## config.mk

```make
export PLATFORM = sky130hd
export DESIGN_NAME = mux_arb_n_flat
export DESIGN_NICKNAME = d
export VERILOG_FILES = /design/src/rtl/mux_arb_n_pkg.sv /design/src/rtl/mux_arb_n_if.sv /design/src/rtl/mux_arb_n_arbiter.sv /design/src/rtl/mux_arb_n.sv /design/src/flat_wrapper.sv
export SDC_FILE = /design/constraint.sdc
export NUM_CORES = 1
export LEC_CHECK = 0
export CAP_MARGIN = 20
export CORE_UTILIZATION = 38
export CTS_CLUSTER_DIAMETER = 200
export DETAILED_ROUTE_END_ITERATION = 10
export GPL_TIMING_DRIVEN = 0
export PLACE_DENSITY = 0.78
export RECOVER_POWER = 25
export SLEW_MARGIN = 5
export SYNTH_ARGS = -nofsm -noshare
export SYNTH_HDL_FRONTEND = slang
export SYNTH_HIERARCHICAL = 1
export SYNTH_SLANG_ARGS = --single-unit
```

## constraint.sdc

```tcl
create_clock -name clk -period 5.25 [get_ports clk]
set_input_delay 0.7875 -clock clk [delete_from_list [all_inputs] [get_ports clk]]
set_output_delay 0.7875 -clock clk [all_outputs]
set_load 0.02 [all_outputs]
```

## src/rtl/mux_arb_n_pkg.sv

```systemverilog
// Shared types and helpers for the N-channel registered mux/arbiter.
package mux_arb_n_pkg;

    typedef enum logic [1:0] {
        MUX_MANUAL = 2'd0,
        MUX_FIXED  = 2'd1,
        MUX_RR     = 2'd2,
        MUX_RSVD   = 2'd3
    } mux_mode_t;

    // Index width for n channels; never narrower than one bit.
    function automatic int sel_width(input int n);
        return (n <= 1) ? 1 : $clog2(n);
    endfunction

    // The reserved encoding behaves as round-robin.
    function automatic logic mode_is_rr(input mux_mode_t mode);
        return (mode == MUX_RR) || (mode == MUX_RSVD);
    endfunction

endpackage

```

## src/rtl/mux_arb_n_if.sv

```systemverilog
// Channel-side and consumer-side handshake bundle for mux_arb_n.
interface mux_arb_n_if
    import mux_arb_n_pkg::*;
#(
    parameter int N     = 4,
    parameter int WIDTH = 32
);
    localparam int SW = sel_width(N);

    logic [N*WIDTH-1:0] d;
    logic [N-1:0]       d_valid;
    logic [N-1:0]       d_ready;
    logic [WIDTH-1:0]   y;
    logic [SW-1:0]      y_sel;
    logic               y_valid;
    logic               y_ready;

    // Producers and consumer drive the master side; the mux is the slave.
    modport master (
        output d, d_valid, y_ready,
        input  d_ready, y, y_sel, y_valid
    );

    modport slave (
        input  d, d_valid, y_ready,
        output d_ready, y, y_sel, y_valid
    );

endinterface

```

## src/rtl/mux_arb_n_arbiter.sv

```systemverilog
// Combinational grant selection: manual index, fixed priority, or round-robin after ptr.
module mux_arb_n_arbiter
    import mux_arb_n_pkg::*;
#(
    parameter int N = 4,
    localparam int SW = sel_width(N)
) (
    input  logic [N-1:0]  req,
    input  logic [SW-1:0] ptr,
    input  mux_mode_t     mode,
    input  logic [SW-1:0] s,
    output logic [N-1:0]  grant,
    output logic [SW-1:0] gidx
);

    logic found;
    int   idx;

    // An out-of-range manual index simply matches no channel.
    always_comb begin
        grant = '0;
        gidx  = '0;
        found = 1'b0;
        idx   = 0;
        case (mode)
            MUX_MANUAL: begin
                for (int i = 0; i < N; i++) begin
                    if (!found && (s == SW'(i)) && req[i]) begin
                        found    = 1'b1;
                        grant[i] = 1'b1;
                        gidx     = SW'(i);
                    end
                end
            end
            MUX_FIXED: begin
                for (int i = 0; i < N; i++) begin
                    if (!found && req[i]) begin
                        found    = 1'b1;
                        grant[i] = 1'b1;
                        gidx     = SW'(i);
                    end
                end
            end
            default: begin
                for (int k = 1; k <= N; k++) begin
                    idx = (int'(ptr) + k) % N;
                    if (!found && req[idx]) begin
                        found      = 1'b1;
                        grant[idx] = 1'b1;
                        gidx       = SW'(idx);
                    end
                end
            end
        endcase
    end

endmodule

```

## src/rtl/mux_arb_n.sv

```systemverilog
// N-channel valid/ready mux with a depth-1 full-throughput output register.
module mux_arb_n
    import mux_arb_n_pkg::*;
#(
    parameter int N     = 4,
    parameter int WIDTH = 32,
    localparam int SW   = sel_width(N)
) (
    input  logic          clk,
    input  logic          rst,
    input  logic          enable,
    input  mux_mode_t     mode,
    input  logic [SW-1:0] sel,
    mux_arb_n_if.slave    bus
);

    logic [N-1:0]     grant;
    logic [SW-1:0]    gidx;
    logic [SW-1:0]    rr_ptr;
    logic             load;
    logic [WIDTH-1:0] chan [N];
    logic [WIDTH-1:0] y_q;
    logic [SW-1:0]    y_sel_q;
    logic             y_valid_q;

    for (genvar i = 0; i < N; i++) begin : g_chan
        assign chan[i] = bus.d[i*WIDTH +: WIDTH];
    end

    mux_arb_n_arbiter #(.N(N)) u_arbiter (
        .req   (bus.d_valid),
        .ptr   (rr_ptr),
        .mode  (mode),
        .s     (sel),
        .grant (grant),
        .gidx  (gidx)
    );

    // Reset is folded in so nothing is acknowledged while it is held.
    assign load = ~rst & enable & (~y_valid_q | bus.y_ready) & (|grant);

    assign bus.d_ready = grant & {N{load}};
    assign bus.y       = y_q;
    assign bus.y_sel   = y_sel_q;
    assign bus.y_valid = y_valid_q;

    always_ff @(posedge clk or posedge rst) begin
        if (rst) begin
            y_q       <= '0;
            y_sel_q   <= '0;
            y_valid_q <= 1'b0;
        end else if (load) begin
            y_q       <= chan[gidx];
            y_sel_q   <= gidx;
            y_valid_q <= 1'b1;
        end else if (bus.y_ready) begin
            y_valid_q <= 1'b0;
        end
    end

    // Pointer starts at N-1 so channel 0 wins the first round-robin pick.
    always_ff @(posedge clk or posedge rst) begin
        if (rst) begin
            rr_ptr <= SW'(N - 1);
        end else if (load && mode_is_rr(mode)) begin
            rr_ptr <= gidx;
        end
    end

endmodule
```

## src/flat_wrapper.sv

```systemverilog
// flat-port wrapper written by rule: the top's interface ports become plain ports
module mux_arb_n_flat import mux_arb_n_pkg::*;
#(
    parameter int N     = 4,
    parameter int WIDTH = 32,
    localparam int SW   = sel_width(N)
)
  (clk, rst, enable, mode, sel, bus_d, bus_d_valid, bus_y_ready, bus_d_ready, bus_y, bus_y_sel, bus_y_valid);
  mux_arb_n_if #(.N(N), .WIDTH(WIDTH)) bus_i ();
  input  logic clk;
  input  logic rst;
  input  logic enable;
  input  mux_mode_t mode;
  input  logic [SW-1:0] sel;
  input wire logic [$bits(bus_i.d)-1:0] bus_d;
  input wire logic [$bits(bus_i.d_valid)-1:0] bus_d_valid;
  input wire logic [$bits(bus_i.y_ready)-1:0] bus_y_ready;
  output wire logic [$bits(bus_i.d_ready)-1:0] bus_d_ready;
  output wire logic [$bits(bus_i.y)-1:0] bus_y;
  output wire logic [$bits(bus_i.y_sel)-1:0] bus_y_sel;
  output wire logic [$bits(bus_i.y_valid)-1:0] bus_y_valid;
  assign bus_i.d = bus_d;
  assign bus_i.d_valid = bus_d_valid;
  assign bus_i.y_ready = bus_y_ready;
  assign bus_d_ready = bus_i.d_ready;
  assign bus_y = bus_i.y;
  assign bus_y_sel = bus_i.y_sel;
  assign bus_y_valid = bus_i.y_valid;
  mux_arb_n #(.N(N), .WIDTH(WIDTH)) u_core (.clk(clk), .rst(rst), .enable(enable), .mode(mode), .sel(sel), .bus(bus_i));
endmodule
```

==> results of run 1 <==
==> cell type report <==
type                    instances  area share [%]
flip-flops and latches         37            18.6
plain buffers                  20            2.96
well taps                     102            2.56
clock buffers                   5            1.38
clock inverters                 3           0.352
inverters                       7           0.528
repair buffers                177            35.6
multi-input cells             153            38.0
==> worst max path at each step <==
| stage | cells after the start | from | endpoint | slack (ns) |
|---|---|---|---|---|
| 6_report | 11 | u_core/rr_ptr[1] | bus_d_ready[0] | 0.60 |
| 5_1_grt | 11 | u_core/rr_ptr[1] | bus_d_ready[0] | 0.37 |
| 4_1_cts | 11 | u_core/rr_ptr[1] | bus_d_ready[0] | 0.62 |
| 3_5_place_dp | 11 | bus_d_valid[0] | u_core/bus.y[6] | 0.89 |
| 3_3_place_gp | 13 | u_core/rr_ptr[1] | u_core/bus.y[6] | 0.90 |
| 2_1_floorplan | 14 | u_core/rr_ptr[1] | u_core/bus.y[0] | 1.41 |
==> routing by layer <==
layer / share of wire [%] / wire length, um / track usage [%] / vias to the layer above
li1: - / - / - / 1232
met1: 40 / 3540 / 27.1 / 1336
met2: 52 / 4610 / 39.1 / 122
met3: 7.1 / 625 / 4.55 / 6
met4: 0.79 / 70 / 4.37 / 0
met5: 0 / 0 / 0 / -
==> flip-flops by register name, summed over array words and instances (netlist names) <==
name / flops
u_core/bus.y: 32
u_core/bus.y_sel: 2
u_core/bus.y_valid: 1
u_core/rr_ptr: 2
==> synth_stat cells (all sizes together) (2+ instances only) <==
master / n
dfstp: 2
nand2b: 2
and3: 7
o21ai: 9
a221o: 4
nand2: 7
nor4b: 2
nor2b: 4
mux2: 37
nor2: 6
o221ai: 2
o21a: 2
a221oi: 2
mux4: 34
nand3: 2
dfrtp: 35
buf: 12
a31oi: 2
inv: 7
ha: 8
o211ai: 3
mux2i: 2
clkbuf: 8
==> where the power goes <==
part | internal (W) | switching [W]
combinational | 0.000951 | 0.000718
clock | 0.0000915 | 0.000100
sequential | 0.000438 | 0.0000950
==> cells by family (layout without fill, tap and decap cells) <==
logic type | after synthesis | in the layout
AOI/OAI and AO/OA | 34 | 34
adders and majority gates | 8 | 8
DFF | 37 | 37
muxes | 73 | 73
and+or+nand+nor | 38 | 38
buffers and inverters | 27 | 212
==> through the flow <==
stage          util, %  instances  hold WS (ns)  cell area, um2  total power, W
2_1_floorplan        -        217         0.635            3000         0.00162
3_3_place_gp      63.7        496         0.490            4890         0.00219
3_5_place_dp      63.7        496         0.493            4890         0.00221
4_1_cts           64.8        504         0.510            4980         0.00242
5_1_grt           64.8        504         0.528            4980         0.00254
6_report          64.8        504         0.508            4980         0.00239
==> impl_results.md, run 1 <==
* Outcome: completed
* CP cell instances: clkbuf_1, inv_1, ha_1, buf_2, mux2i_1, mux2_2, nor2_1, a221oi_1, o221ai_1, and3_2, clkdlybuf4s50_1
* Synthesized cell area at 3000 um2
* Lkg Pwr at 1.97 nW
* Post-CTS Resized at 0
* Gr usage total at 21.8%
* # rows at 32
* Post-synthesis compound-gate area fraction at 8.48%
* Pin count of the biggest net entering global routing at 38
* Vias per cell at 5.35
* Crit share post-route at 88.6%
* Vias in the first global route at 2,698
* Hpwl dp at 7.08 mm
* Worst slew pin tran at 1.40 ns
* Mux cell area share after synthesis at 43.9%
* Sequential fraction of the synthesis area at 31.0%
* CTS tree: built
* DRT iter0 DRCs at 86
* Clock Pin Slew Worst Setup and Hold Paths at 0.07 ns
* Worst skew pair latency at 0.29 ns
* Synthesized flop and latch total at 37
* Setup TNS at 0 ns
* Grt ovf at 0
* Cells after Synth at 217
* Layout cell share with drive strength beyond 1 at 24.6%
* Final WS setup at 0.600 ns
* Setup Skew at 0.00836 ns
* CP startpoint kind: flip-flop
* Most common cell after layout, fill and taps aside: clkdlybuf4s50_1
* Area share of the largest cell type after synthesis at 29.2%
* Worst min path class: flip-flop to flip-flop
* Slew Limit Headroom at 6.39%
* Clock buffer depth at 2
* Multi-input gate area at 1890 um2
* Post CTS Setup Buffer Count at 0
* F_max at 215 MHz
* RSZ-0062 raised after global routing: no
* Die area at 8240 um2
* Synthesis-to-finish area growth at 66.3%
* R2R setup slack at 0.86 ns
* DR DRC count at 0
* Main combinational cell family by area after synthesis: multiplexers
* Crit path max-delay family: buffers and inverters
* WL per Instance at 17.5 um
* Cts hold-fix bufs at 0
* Maxcap violations at 0
* H-tree depth at 2
* CORE AREA at 7690 um2
* Hold Crit Start: u_core/bus.y_sel[0]
* Ys Warns at 6
* Final-report max-slew violation count at 0
* Register Area at 928 um2
* Routed WL at 8.84 mm
* CTS Sinks at 37
* XOR/XNOR Fraction of Synth Area at 0%
* Buffers & Inverters on Critical Path at 4
* Via count at 2,696
* Placer congestion estimate at 0.904
* Fillcell total at 590
* Initial Util at 39.0%
* Crit-path max cell delay at 0.60 ns
* Worst EP required at 4.46 ns
* Die Height at 90.8 um
* Most frequent cells in the layout: clkdlybuf4s50_1 (176), dfrtp_1 (35), mux4_2 (34), mux2_4 (30)
* R2R cell count at 13
* Final setup fails at 0
* Post-synthesis simple-gate area fraction at 7.48%
* Crit path DAT at 3.86 ns
* Initial antenna violation count at 0
* R2R Path End: u_core/bus.y[1]
* Final min period at 4.65 ns
* Max Fanout on Critical Path at 10
* Post-synth EDFFs at 0
* Top_reg_cell synth: dfrtp_1
* Port bufs at 177
* Nets at 549
* Remaining antenna violation count at 0
* VDD IR max at 0.226 mV
* ANT cells at 0
* Mean Syn Cell Area at 13.8 um2
* First-pass GRT wire length at 14.2 mm
* Reg-to-Reg Start: u_core/rr_ptr[1]
* Pwr Density at 481 nW/um2
* Clock Tree Root: clkbuf_8
* Drt pass-1 iters at 4
* Worst setup path category: flip-flop to output pin
* Ports at 179
* Slowest CP cell: clkdlybuf4s50_1
* Cell variety after synth at 47
* Mapped Nets at 365
* Post-synth ARST share at 100%
* Worst Setup End Kind: output pin
* CTS buffer count at 5
* Worst Hold Path EP: u_core/bus.y_sel[0]
* Post-Synth Adder-Cell Area at 3.34%
* Yosys top cell by area: dfrtp_1
* Final Hold Viols at 0
* Hold Path Cell Cnt at 1
* Die width at 90.8 um
* DP Worst Slack at 0.888 ns
* Largest cells by area after synthesis: dfrtp_1 (29%), mux4_2 (26%), mux2_4 (15%)
(Power assumes the default switching activity.)
==> run 2: changes to the inputs <==
--- a/config.mk
+++ b/config.mk
@@ -12,6 +12,7 @@
 export GPL_TIMING_DRIVEN = 0
 export PLACE_DENSITY = 0.78
 export RECOVER_POWER = 25
+export SKIP_LAST_GASP = 1
 export SLEW_MARGIN = 5
 export SYNTH_ARGS = -nofsm -noshare
 export SYNTH_HDL_FRONTEND = slang
==> results of run 2 <==
Same layout as run 1: the final DEF is identical, and so are final timing and power.
==> run 3: changes to the inputs <==
--- a/config.mk
+++ b/config.mk
@@ -6,15 +6,14 @@
 export NUM_CORES = 1
 export LEC_CHECK = 0
 export CAP_MARGIN = 20
-export CORE_UTILIZATION = 38
+export CORE_UTILIZATION = 40
 export CTS_CLUSTER_DIAMETER = 200
 export DETAILED_ROUTE_END_ITERATION = 10
 export GPL_TIMING_DRIVEN = 0
-export PLACE_DENSITY = 0.78
+export PLACE_DENSITY = 0.79
 export RECOVER_POWER = 25
 export SKIP_LAST_GASP = 1
 export SLEW_MARGIN = 5
 export SYNTH_ARGS = -nofsm -noshare
 export SYNTH_HDL_FRONTEND = slang
-export SYNTH_HIERARCHICAL = 1
 export SYNTH_SLANG_ARGS = --single-unit
==> impl_results.md, run 3 <==
* Synthesized flop and latch total at 37
* Port bufs at 178
* # rows at 32
* Post-synthesis simple-gate area fraction at 7.16%
* Post-Synth Adder-Cell Area at 3.00%
* Final setup fails at 0
* Placer congestion estimate at 0.881
* Worst Hold Path EP: u_core.bus.y[8]
* Cells after Synth at 290
* R2R setup slack at 1.19 ns
* Clock Tree Root: clkbuf_8
* Vias in the first global route at 3,088
* CORE AREA at 7890 um2
* Max Fanout on Critical Path at 11
* Yosys top cell by area: mux2i_1
* Mux cell area share after synthesis at 48.8%
* CTS tree: built
* Crit path DAT at 3.78 ns
* Slowest CP cell: dfstp_2
* ANT cells at 0
* Reg-to-Reg Start: u_core.rr_ptr[0]
* Vias per cell at 5.27
* Worst slew pin tran at 1.42 ns
* Hpwl dp at 7.67 mm
* First-pass GRT wire length at 15.3 mm
* Drt pass-1 iters at 4
* Most common cell after layout, fill and taps aside: clkdlybuf4s50_1
* R2R cell count at 13
* Worst EP required at 4.46 ns
* Register Area at 928 um2
* Crit-path max cell delay at 0.65 ns
* F_max at 219 MHz
* Largest cells by area after synthesis: mux2i_1 (31%), dfrtp_1 (26%), mux2_4 (13%)
* Cell variety after synth at 45
* Worst setup path category: flip-flop to output pin
* Top_reg_cell synth: dfrtp_1
* Clock Pin Slew Worst Setup and Hold Paths at 0.09 ns
* Worst min path class: flip-flop to flip-flop
* Layout cell share with drive strength beyond 1 at 15.1%
* Die area at 8720 um2
* Mean Syn Cell Area at 11.5 um2
* CTS buffer count at 5
* Worst skew pair latency at 0.29 ns
* Count leader, synth: mux2i_1
* Ports at 179
* Final min period at 4.57 ns
* DP Worst Slack at 1.02 ns
* Post-synth ARST share at 100%
* XOR/XNOR Fraction of Synth Area at 0%
* Hold Crit Start: u_core.bus.y[8]
* Slew Limit Headroom at 5.41%
* Initial Util at 42.3%
* Routed WL at 9.75 mm
* Worst Setup End Kind: output pin
* Multi-input gate area at 2200 um2
* Final-report max-slew violation count at 0
* Clock buffer depth at 2
* Via count at 3,048
* Outcome: completed
* Max FFs per register at 32
* Cts hold-fix bufs at 0
* CP startpoint kind: flip-flop
* Final WS setup at 0.684 ns
* Hold Path Cell Cnt at 1
* Setup Skew at 0.0107 ns
* RSZ-0062 raised after global routing: no
* Area share of the largest cell type after synthesis at 31.2%
* WL per Instance at 16.9 um
* Post-synth EDFFs at 0
* Setup TNS at 0 ns
* H-tree depth at 2
* R2R Path End: u_core.bus.y[12]
* Grt ovf at 0
* Synthesized cell area at 3340 um2
* DRT iter0 DRCs at 117
* Pin count of the biggest net entering global routing at 39
* Crit share post-route at 87.0%
* Final Hold Viols at 0
* Ys Warns at 0
* Post-synthesis compound-gate area fraction at 6.82%
* Die width at 93.4 um
* Post-CTS Resized at 0
* Sequential fraction of the synthesis area at 27.8%
* Gr usage total at 22.8%
* Mapped Nets at 438
* CP cell instances: buf_2, inv_2, ha_1, buf_6, mux4_2, nor2b_4, a221o_1, a221oi_1, nor2_1, clkdlybuf4s50_1
* Commonest cells in the netlist: mux2i_1 (104), dfrtp_1 (35), mux2_4 (28), buf_2 (11), mux2_2 (9)
* Remaining antenna violation count at 0
* Nets at 623
* Initial antenna violation count at 0
* Post CTS Setup Buffer Count at 0
* Most frequent cells in the layout: clkdlybuf4s50_1 (177), mux2i_1 (104), dfrtp_1 (35), mux2_4 (28), buf_2 (11)
* Die Height at 93.4 um
* Lkg Pwr at 2.51 nW
* VDD IR max at 0.190 mV
* Maxcap violations at 0
* Fillcell total at 632
* CTS Sinks at 37
* Main combinational cell family by area after synthesis: multiplexers
* DR DRC count at 0
* Pwr Density at 466 nW/um2
* Synthesis-to-finish area growth at 60.0%
==> run 3: how the worst max path moves through the flow <==
stage                     startpoint         endpoint  slack (ns)  cells after the start
floorplan           u_core.rr_ptr[0]  u_core.bus.y[0]        1.75                     13
global placement                 rst   bus_d_ready[3]        0.91                      5
detailed placement  u_core.rr_ptr[0]   bus_d_ready[0]        1.02                     10
CTS                 u_core.rr_ptr[0]   bus_d_ready[0]        0.68                     10
global route                     rst   bus_d_ready[0]        0.44                      5
finish              u_core.rr_ptr[0]   bus_d_ready[0]        0.68                     10
==> run 3: worst max-delay path: cells and delay by family, from the launching register on <==
kind	cells	cell delay, ns
compound gates	2	0.63
fa+ha+maj	1	0.33
buf+inv	4	1.13
flops	1	0.65
mux	1	0.51
simple gates	2	0.24
==> run 3: final cells by class <==
| cell class | count | share of cell area (%) |
|---|---|---|
| multi-input cells | 224 | 41.1 |
| repair buffers | 178 | 33.4 |
| flip-flops and latches | 37 | 17.4 |
| plain buffers | 23 | 3.56 |
| well taps | 102 | 2.39 |
| clock buffers | 5 | 1.29 |
| clock inverters | 3 | 0.468 |
| inverters | 6 | 0.422 |
==> run 3: metal layers <==
metal  vias up  part of all wire [%]  global-route usage, %
li1       1457                     -                      -
met1      1450                    41                   28.0
met2       135                    51                   41.2
met3         6                   7.3                   4.47
met4         0                  0.71                   4.74
met5         -                     0                      0
==> run 3: metrics by stage <==
step                power [W]  std cells  utilization [%]  hold slack [ns]  instance area [um2]
global route          0.00264        578             67.7            0.527                 5340
finish                0.00249        578             67.7            0.510                 5340
detailed placement    0.00229        570             66.5            0.492                 5250
floorplan             0.00168        290                -            0.607                 3340
global placement      0.00226        570             66.5            0.487                 5250
CTS                   0.00251        578             67.7            0.513                 5340
==> run 3: kinds of logic (layout without fill, tap and decap cells) <==
logic type	count (synthesis)	after routing
AOI/OAI and AO/OA	29	29
adders and majority gates	8	8
buffers and inverters	29	215
DFF	37	37
muxes	144	144
and+or+nand+nor	43	43
==> run 3: report_power, final <==
group,internal [W],switching [W]
Combinational,0.000953,0.000796
Sequential,0.000439,0.0000948
Clock,0.0000958,0.000111
Total,0.00149,0.00100
